<file path="config.mk">
export PLATFORM = sky130hd
export DESIGN_NAME = la_ioring_cfg
export DESIGN_NICKNAME = d
export VERILOG_FILES = /design/src/rtl/la_ioring_pkg.sv /design/src/rtl/la_ioring_deser.sv /design/src/rtl/la_ioring_cfg.sv
export SDC_FILE = /design/constraint.sdc
export NUM_CORES = 1
export LEC_CHECK = 0
export ABC_AREA = 1
export CORE_MARGIN = 2
export CORE_UTILIZATION = 51
export CTS_CLUSTER_SIZE = 30
export DETAILED_ROUTE_END_ITERATION = 8
export GPL_TIMING_DRIVEN = 0
export PLACE_DENSITY = 0.79
export SLEW_MARGIN = 20
export SYNTH_ARGS = -nofsm -noshare
export SYNTH_HDL_FRONTEND = slang
export SYNTH_SLANG_ARGS = --single-unit
</file>
<file path="constraint.sdc">
create_clock -name clk -period 1.8 [get_ports clk]
set_input_delay 0.45 -clock clk [delete_from_list [all_inputs] [get_ports clk]]
set_output_delay 0.45 -clock clk [all_outputs]
set_load 0.01 [all_outputs]
</file>
<file path="src/rtl/la_ioring_pkg.sv">
// Shared encodings for the IO ring configuration sequencer: FSM states and
// the meaning of each ring drive bit.
package la_ioring_pkg;

  typedef enum logic [1:0] {
    ST_IDLE   = 2'd0,
    ST_SHIFT  = 2'd1,
    ST_UPDATE = 2'd2,
    ST_DONE   = 2'd3
  } state_e;

  localparam int RING_SDATA = 0;
  localparam int RING_SHEN  = 1;
  localparam int RING_UPD   = 2;
  localparam int RING_ACT   = 3;
  localparam int RING_MIN_W = 5;

endpackage

</file>
<file path="src/rtl/la_ioring_deser.sv">
// Serial-to-parallel capture: collects CFGW samples LSB-first while en_i is
// high and presents each completed word with a one-cycle valid pulse.
module la_ioring_deser #(
  parameter int CFGW = 8
) (
  input  logic            clk_i,
  input  logic            reset_i,
  input  logic            clr_i,
  input  logic            en_i,
  input  logic            sin_i,
  output logic [CFGW-1:0] data_o,
  output logic            valid_o
);

  localparam int BW = $clog2(CFGW);
  localparam logic [BW-1:0] BIT_LAST = BW'(CFGW - 1);

  logic [BW-1:0]   cnt_q, cnt_d;
  logic [CFGW-1:0] sreg_q, sreg_d;
  logic [CFGW-1:0] data_q, data_d;
  logic            valid_q, valid_d;

  // New samples enter at the MSB so the first one ends up in bit 0.
  always_comb begin
    cnt_d   = cnt_q;
    sreg_d  = sreg_q;
    data_d  = data_q;
    valid_d = 1'b0;
    if (clr_i) begin
      cnt_d  = '0;
      sreg_d = '0;
    end else if (en_i) begin
      sreg_d = {sin_i, sreg_q[CFGW-1:1]};
      if (cnt_q == BIT_LAST) begin
        cnt_d   = '0;
        data_d  = sreg_d;
        valid_d = 1'b1;
      end else begin
        cnt_d = cnt_q + BW'(1);
      end
    end else begin
      cnt_d = cnt_q;
    end
  end

  always_ff @(posedge clk_i) begin
    if (reset_i) begin
      cnt_q   <= '0;
      sreg_q  <= '0;
      data_q  <= '0;
      valid_q <= 1'b0;
    end else begin
      cnt_q   <= cnt_d;
      sreg_q  <= sreg_d;
      data_q  <= data_d;
      valid_q <= valid_d;
    end
  end

  assign data_o  = data_q;
  assign valid_o = valid_q;

endmodule

</file>
<file path="src/rtl/la_ioring_cfg.sv">
// IO ring configuration sequencer: streams host words onto the ring shift
// chain, strobes a ring-wide update and captures the returned chain data.
module la_ioring_cfg
  import la_ioring_pkg::*;
#(
  parameter int RINGW  = 8,
  parameter int NCELLS = 16,
  parameter int CFGW   = 8,
  parameter int UPDW   = 2
) (
  input  logic             clk,
  input  logic             reset,
  input  logic             start,
  input  logic             abort,
  input  logic             cfg_valid,
  output logic             cfg_ready,
  input  logic [CFGW-1:0]  cfg_data,
  output logic [RINGW-1:0] ring_out,
  input  logic [RINGW-1:0] ring_in,
  output logic [CFGW-1:0]  rb_data,
  output logic             rb_valid,
  output logic             busy,
  output logic             done
);

  localparam int BW = $clog2(CFGW);
  localparam int CW = $clog2(NCELLS);
  localparam int UW = $clog2(UPDW + 1);
  localparam logic [BW-1:0] BIT_LAST  = BW'(CFGW - 1);
  localparam logic [CW-1:0] CELL_LAST = CW'(NCELLS - 1);
  localparam logic [UW-1:0] UPD_LAST  = UW'(UPDW);

  state_e          state_q, state_d;
  logic [BW-1:0]   bit_cnt_q, bit_cnt_d;
  logic [CW-1:0]   cell_cnt_q, cell_cnt_d;
  logic [UW-1:0]   upd_cnt_q, upd_cnt_d;
  logic [CFGW-1:0] sreg_q, sreg_d;
  logic            loaded_q, loaded_d;
  logic            sdata_q, sdata_d;
  logic            shen_q, shen_d;
  logic            upd_q, upd_d;
  logic            act_q, act_d;
  logic            done_q, done_d;
  logic            busy_q, busy_d;
  logic            ready_s, accept_s, rb_clr_s;
  logic [RINGW-1:0] ring_s;
  logic            unused_ring_s;

  assign unused_ring_s = ^ring_in[RINGW-1:1];

  // The last-bit window lets the next word load with no bubble; abort and
  // reset withdraw ready so a handshake can never be silently dropped.
  assign ready_s   = (state_q == ST_SHIFT) &&
                     (!loaded_q || (bit_cnt_q == BIT_LAST && cell_cnt_q != CELL_LAST));
  assign cfg_ready = ready_s & ~abort & ~reset;
  assign accept_s  = cfg_valid & cfg_ready;
  assign rb_clr_s  = abort | ((state_q == ST_IDLE) & start);

  always_comb begin
    state_d    = state_q;
    bit_cnt_d  = bit_cnt_q;
    cell_cnt_d = cell_cnt_q;
    upd_cnt_d  = upd_cnt_q;
    sreg_d     = sreg_q;
    loaded_d   = loaded_q;
    sdata_d    = 1'b0;
    shen_d     = 1'b0;
    upd_d      = 1'b0;
    case (state_q)
      ST_IDLE: begin
        if (start && !abort) begin
          state_d    = ST_SHIFT;
          bit_cnt_d  = '0;
          cell_cnt_d = '0;
          loaded_d   = 1'b0;
          sreg_d     = '0;
        end else begin
          state_d = ST_IDLE;
        end
      end
      ST_SHIFT: begin
        if (abort) begin
          state_d = ST_IDLE;
        end else if (loaded_q || accept_s) begin
          // A word accepted into an empty register emits its bit 0 at once.
          shen_d   = 1'b1;
          sdata_d  = loaded_q ? sreg_q[0] : cfg_data[0];
          sreg_d   = loaded_q ? {1'b0, sreg_q[CFGW-1:1]} : {1'b0, cfg_data[CFGW-1:1]};
          loaded_d = 1'b1;
          if (loaded_q && bit_cnt_q == BIT_LAST) begin
            bit_cnt_d = '0;
            if (accept_s) begin
              sreg_d = cfg_data;
            end else begin
              loaded_d = 1'b0;
            end
            if (cell_cnt_q == CELL_LAST) begin
              state_d   = ST_UPDATE;
              upd_cnt_d = '0;
            end else begin
              cell_cnt_d = cell_cnt_q + CW'(1);
            end
          end else begin
            bit_cnt_d = bit_cnt_q + BW'(1);
          end
        end else begin
          state_d = ST_SHIFT;
        end
      end
      ST_UPDATE: begin
        if (abort) begin
          state_d = ST_IDLE;
        end else if (upd_cnt_q == UPD_LAST) begin
          state_d = ST_DONE;
        end else begin
          upd_d     = 1'b1;
          upd_cnt_d = upd_cnt_q + UW'(1);
        end
      end
      ST_DONE: begin
        state_d = ST_IDLE;
      end
      default: begin
        state_d = ST_IDLE;
      end
    endcase
    act_d  = (state_d == ST_SHIFT) || (state_d == ST_UPDATE);
    busy_d = (state_d != ST_IDLE);
    done_d = (state_d == ST_DONE);
  end

  always_ff @(posedge clk) begin
    if (reset) begin
      state_q    <= ST_IDLE;
      bit_cnt_q  <= '0;
      cell_cnt_q <= '0;
      upd_cnt_q  <= '0;
      sreg_q     <= '0;
      loaded_q   <= 1'b0;
      sdata_q    <= 1'b0;
      shen_q     <= 1'b0;
      upd_q      <= 1'b0;
      act_q      <= 1'b0;
      done_q     <= 1'b0;
      busy_q     <= 1'b0;
    end else begin
      state_q    <= state_d;
      bit_cnt_q  <= bit_cnt_d;
      cell_cnt_q <= cell_cnt_d;
      upd_cnt_q  <= upd_cnt_d;
      sreg_q     <= sreg_d;
      loaded_q   <= loaded_d;
      sdata_q    <= sdata_d;
      shen_q     <= shen_d;
      upd_q      <= upd_d;
      act_q      <= act_d;
      done_q     <= done_d;
      busy_q     <= busy_d;
    end
  end

  always_comb begin
    ring_s             = '0;
    ring_s[RING_SDATA] = sdata_q;
    ring_s[RING_SHEN]  = shen_q;
    ring_s[RING_UPD]   = upd_q;
    ring_s[RING_ACT]   = act_q;
  end

  assign ring_out = ring_s;
  assign busy     = busy_q;
  assign done     = done_q;

  la_ioring_deser #(
    .CFGW(CFGW)
  ) u_deser (
    .clk_i   (clk),
    .reset_i (reset),
    .clr_i   (rb_clr_s),
    .en_i    (shen_q),
    .sin_i   (ring_in[RING_SDATA]),
    .data_o  (rb_data),
    .valid_o (rb_valid)
  );

endmodule

</file>
==> results by group <==
STA
  • Worst setup margin: 0.00831 ns
  • Setup-failing EPs final: 0
  • Hold WS: 0.409 ns
  • Slew Limit Fails: 0
  • RSZ-0062 raised after global routing: yes
  • Final Cycle Share: 99.5%
  • Fin. Hold Viols: 0
  • Setup Skew: 0.00802 ns
  • Final critical-path required period: 1.79 ns
  • Max Clk Rate: 558 MHz

Layout
  • Final std cells w/o fill: 389
  • Sequential Area: 906 sq um
  • # diodes: 0
  • Commonest cells after routing, fill and taps aside: 68 x nand2_1, 41 x dfxtp_1, 32 x a21oi_1
  • Area of the multi-input gates: 1090 sq um
  • Most common cell after layout, fill and taps aside: nand2_1
  • Layout cells sized above 1: 18.0%
  • P&R area growth vs syn: 31.6%
  • Layout Nets: 367
  • Fill cell count: 328

Route
  • DRT iter0 DRCs: 142
  • DR pass1 iterations: 4
  • Via count: 1968
  • Post-route ant nets: 0
  • Routed wire length per instance: 12.6 um
  • DRC Markers: 0
  • Wirelength, routed: 4.90 mm
  • Vias per cell: 5.06

Logic synthesis
  • Synthesized area: 2120 sq um
  • Synth warn: 0
  • Synth area leader: dfxtp_1
  • Post-synth top area share: 42.4%
  • Synth Area per Inst: 7.33 sq um
  • Cells after synthesis: 290
  • Top post-synthesis cells by area: dfxtp_1 42%, nand2_1 13%, a21oi_1 7.8%, inv_1 5.5%, ha_1 4.7%
  • Seq cells post-synth: 45
  • Register area share after synthesis: 42.4%
  • Library cells used by synthesis: 30

Place
  • DP HPWL: 3.14 mm
  • Post-Place Setup Slack: -0.607 ns
  • Final GP Congestion: 0.846
  • Port bufs: 29
  • Cells after DPL: 372

Die
  • Die H: 68.5 um
  • Site row count: 23
  • Die area: 4700 sq um
  • Core footprint: 4000 sq um
  • Die Width: 68.5 um
  • IO Pins: 41
  • Starting density of the core: 53.1%

Global routing
  • Largest net degree at the start of global routing: 16
  • Tot GR Track Use: 21.2%
  • Vias in the first global route: 1786
  • First-pass GRT wire length: 7.53 mm
  • Initial antenna violation count: 0
  • GRT Residual Overflow: 0

Setup path
  • Critical Path Sink Type: register
  • WP data arrival: 1.98 ns
  • R2r startpoint: cell_cnt_q[1]
  • Startpoint Class: register
  • Slack of the worst reg-to-reg path: 0.008 ns
  • Crit Path Category: register to register
  • Worst r2r dst: act_q
  • CP max FO: 4
  • Reg2Reg Depth: 11
  • Worst Path Required: 1.98 ns

Clocking
  • Root Driver: clkbuf_8
  • H-tree levels: 2
  • # hold bufs at CTS: 0
  • CTS tree: done
  • Clk buf depth: 2
  • Total CTS buffers: 5
  • Clock latency on the worst-skew pair: 0.30 ns
  • Clock Pin Slew Worst Setup and Hold Paths: 0.09 ns
  • Clock Sinks: 45

Power
  • Tot Pwr: 2.08 mW
  • PwrDens: 744 nW/um^2
  • Worst vdd ir: 0.535 mV
  • Lkg Pwr: 1.14 nW

Hold path
  • HP Class: input pin to register
  • Hold Path Sink: upd_q
  • Hold_sp: abort
  • Hold path depth: 2

Run status
  • Outcome: complete, no violations

Job
  • Max_cap viols: 0
where the power goes:
group,leakage (nW),total (mW),internal (mW),switching (mW)
Clock,0.0687,0.911,0.559,0.352
Sequential,0.365,1.01,1.00,0.00582
Combinational,0.710,0.163,0.0718,0.0908
Total,1.14,2.08,1.63,0.449
registers in the layout, indices dropped and copies added, names as in the netlist, 2 cells and up:
signal,flops
upd_cnt_q,2
bit_cnt_q,3
state_q,2
sreg_q,8
u_deser.data_o,8
cell_cnt_q,4
u_deser.sreg_q,7
u_deser.cnt_q,3
cells by family after synthesis:
group                    share of synthesized area, %
XOR/XNOR                                        0.825
multiplexers                                    0.471
flip-flops                                       42.4
AO/OA/AOI/OAI                                    14.0
adder cells (fa/ha/maj)                          4.71
buffers and inverters                            11.2
other                                           0.177
AND/OR/NAND/NOR                                  26.2
final cells by class:
class / count / share of cell area (%)
multi-input combinational: 196 / 39.1
timing repair buffer: 38 / 12.6
clock inverter: 3 / 2.46
buffer: 18 / 4.16
sequential: 45 / 32.4
inverter: 34 / 4.56
tap: 50 / 2.24
clock buffer: 5 / 2.46
per-stage QoR:
| stage | TNS (ns) | util (%) | area, sq um |
|---|---|---|---|
| floorplan | 0 | - | 2140 |
| global placement | -8.32 | 62.2 | 2490 |
| detailed placement | -8.37 | 62.2 | 2490 |
| CTS | 0 | 66.7 | 2670 |
| global route | -0.362 | 69.9 | 2800 |
| finish | 0 | 69.9 | 2800 |
cell usage after synthesis (all sizes together):
cell    count
conb        1
dfxtp      45
o211a       1
inv        34
ha          8
a21oi      34
nor4        1
a22oi       1
clkbuf      6
o21ai      18
xnor2       1
nor3        2
xor2        1
nand2      73
mux2i       1
nor2       29
nand3      17
o211ai      1
nand4       4
buf        12
worst max path at each step:
stage	cells after the start	to	from
detailed placement	7	cfg_ready	abort
finish	11	act_q	cell_cnt_q[1]
floorplan	10	act_q	bit_cnt_q[0]
global placement	7	cfg_ready	abort
CTS	7	cfg_ready	bit_cnt_q[0]
global route	11	act_q	bit_cnt_q[1]
worst max-delay path, cell delays in order, from the launching register on:
cell     delay [ns]
dfxtp_2        0.35
ha_4           0.18
nand3_4        0.09
nand2_2        0.06
nand2_2        0.07
buf_6          0.11
nand3_4        0.11
a21oi_4        0.27
a21oi_4        0.11
ha_4           0.25
inv_2          0.04
nor2_1         0.03
what timing repair did:
action / in CTS / in global routing
setup endpoints to repair: 9 / 18
gates resized for setup: 13 / 21
pin swaps: 1 / 9
cloned: 0 / 1
setup buffers: 4 / 4
metal layers:
metal / global-route usage, % / wire (um) / up-vias / part of all wire (%)
met4: 8.75 / 114 / 0 / 2.3
met2: 37.1 / 2460 / 56 / 50
met5: 0 / 0 / - / 0
met3: 5.36 / 239 / 13 / 4.9
li1: - / - / 1010 / -
met1: 24.5 / 2090 / 889 / 43
(Power assumes the default switching activity.)
==> RTL edit: new RTL, config.mk and constraints unchanged <==
Add an input register stage for `cfg_valid` and `cfg_data`; this delays them by one clock. The other inputs are not delayed to match.
--- a/src/rtl/la_ioring_cfg.sv
+++ b/src/rtl/la_ioring_cfg.sv
@@ -30,6 +30,14 @@
   localparam logic [CW-1:0] CELL_LAST = CW'(NCELLS - 1);
   localparam logic [UW-1:0] UPD_LAST  = UW'(UPDW);
 
+  logic cfg_valid_q;
+  logic [CFGW-1:0] cfg_data_q;
+
+  always_ff @(posedge clk) begin
+    cfg_valid_q <= cfg_valid;
+    cfg_data_q  <= cfg_data;
+  end
+
   state_e          state_q, state_d;
   logic [BW-1:0]   bit_cnt_q, bit_cnt_d;
   logic [CW-1:0]   cell_cnt_q, cell_cnt_d;
@@ -53,7 +61,7 @@
   assign ready_s   = (state_q == ST_SHIFT) &&
                      (!loaded_q || (bit_cnt_q == BIT_LAST && cell_cnt_q != CELL_LAST));
   assign cfg_ready = ready_s & ~abort & ~reset;
-  assign accept_s  = cfg_valid & cfg_ready;
+  assign accept_s  = cfg_valid_q & cfg_ready;
   assign rb_clr_s  = abort | ((state_q == ST_IDLE) & start);
 
   always_comb begin
@@ -84,13 +92,13 @@
         end else if (loaded_q || accept_s) begin
           // A word accepted into an empty register emits its bit 0 at once.
           shen_d   = 1'b1;
-          sdata_d  = loaded_q ? sreg_q[0] : cfg_data[0];
-          sreg_d   = loaded_q ? {1'b0, sreg_q[CFGW-1:1]} : {1'b0, cfg_data[CFGW-1:1]};
+          sdata_d  = loaded_q ? sreg_q[0] : cfg_data_q[0];
+          sreg_d   = loaded_q ? {1'b0, sreg_q[CFGW-1:1]} : {1'b0, cfg_data_q[CFGW-1:1]};
           loaded_d = 1'b1;
           if (loaded_q && bit_cnt_q == BIT_LAST) begin
             bit_cnt_d = '0;
             if (accept_s) begin
-              sreg_d = cfg_data;
+              sreg_d = cfg_data_q;
             end else begin
               loaded_d = 1'b0;
             end
Behaviour: not the same (a bounded check fails within 4 cycles, from zero or initial values and one cycle with reset high).
==> RTL edit against the original RTL <==
Clock power shrank 13%; via count grew 5.1%; total power grew 5.7%; worst setup slack gained 0.044 ns; first-iteration DRC count grew 22%; maximum frequency grew 2.5%; routed wire length shrank 1.8%; sequential cell count grew 9; die area grew 8.6%; core utilization shrank 2.1 points; combinational power grew 13%; cell area grew 5.5%; area after synthesis grew 9.2%; largest cell class unchanged; highest routed layer unchanged.
==> RTL edit: results <==
# TYPE chip_impl_metric gauge
chip_impl_info{name="status",value="completed"} 1
chip_impl_info{name="regToRegStartpoint",value="state_q[0]$_SDFF_PP0_"} 1
chip_impl_metric{name="grt_pass1_vias",unit=""} 1833
chip_impl_metric{name="post_cts.repair.setup_buffers",unit=""} 3
chip_impl_info{name="worstHoldEndpoint",value="u_deser.data_o[5]$_SDFFE_PP0P_"} 1
chip_impl_metric{name="grt_first_pass_wirelength",unit="µm"} 7797
chip_impl_info{name="synth.cells.most_frequent",value="nand2_1, dfxtp_1, a21oi_1"} 1
chip_impl_metric{name="grt_start_max_net_pins",unit=""} 17
chip_impl_metric{name="pwr-share-clk",unit="%"} 36.0
chip_impl_metric{name="use_met2",unit="%"} 30.56
chip_impl_metric{name="drt-vias-per-instance",unit=""} 5.144
chip_impl_metric{name="crit_path_max_incr_delay",unit="ns"} 0.53
chip_impl_info{name="cells_taking_the_most_area_after_synthesis",value="dfxtp_1, nand2_1, a21oi_1"} 1
chip_impl_metric{name="power.share.sequential",unit="%"} 55.6
chip_impl_metric{name="final.hold.worst_slack",unit="ns"} 0.4521
chip_impl_metric{name="routabilityCongestion",unit=""} 0.8094
chip_impl_metric{name="muxShareOfSynthArea",unit="%"} 0.4315
chip_impl_metric{name="ir_drop",unit="mV"} 0.4830
chip_impl_metric{name="synthAdderAreaFrac",unit="%"} 4.315
chip_impl_metric{name="detail_route.wl_per_cell",unit="µm"} 11.97
chip_impl_metric{name="dp.final_hpwl",unit="µm"} 3278
chip_impl_info{name="critical_path.top_delay_family",value="buffers and inverters"} 1
chip_impl_metric{name="drtIter0Drc",unit=""} 173
chip_impl_metric{name="reg2regPathDepth",unit=""} 9
chip_impl_metric{name="post_cts_resized",unit=""} 18
chip_impl_metric{name="total_global_route_track_usage",unit="%"} 18.93
chip_impl_metric{name="crit_arrival",unit="ns"} 1.30
chip_impl_metric{name="design.final.nets",unit=""} 378
chip_impl_info{name="critical_path.endpoint",value="ring_out[1]"} 1
chip_impl_metric{name="synth_cell_type_count",unit=""} 27
chip_impl_metric{name="power.static_leakage",unit="nW"} 1.193
chip_impl_info{name="crit_slowest_cell",value="clkdlybuf4s50_1"} 1
chip_impl_metric{name="synth-compound-area-share",unit="%"} 13.27
chip_impl_metric{name="gr-usage-met3",unit="%"} 4.219
chip_impl_metric{name="synth-xor-area-share",unit="%"} 0.3776
## RTL edit: area by class of cell
type,instances,area (µm²)
Buffer,17,106.4
Clock buffer,5,68.82
Clock inverter,3,40.04
Fill cell,349,1403
Inverter,37,141.4
Multi-Input combinational cell,199,1106
Sequential cell,54,1086
Tap cell,52,65.06
Timing Repair Buffer,35,337.8
## RTL edit: per-stage QoR
stage / total power [mW] / worst slack [ns] / cells / instance area (µm²) / utilization, %
4_1_cts: 2.203 / 0.007479 / 399 / 2853 / 65.52
5_1_grt: 2.286 / -0.0009990 / 402 / 2952 / 67.79
6_report: 2.200 / 0.05220 / 402 / 2952 / 67.79
3_5_place_dp: 1.414 / -0.7051 / 388 / 2686 / 61.70
2_1_floorplan: 1.352 / 0.1997 / 307 / 2331 / -
3_3_place_gp: 1.412 / -0.7006 / 388 / 2686 / 61.70
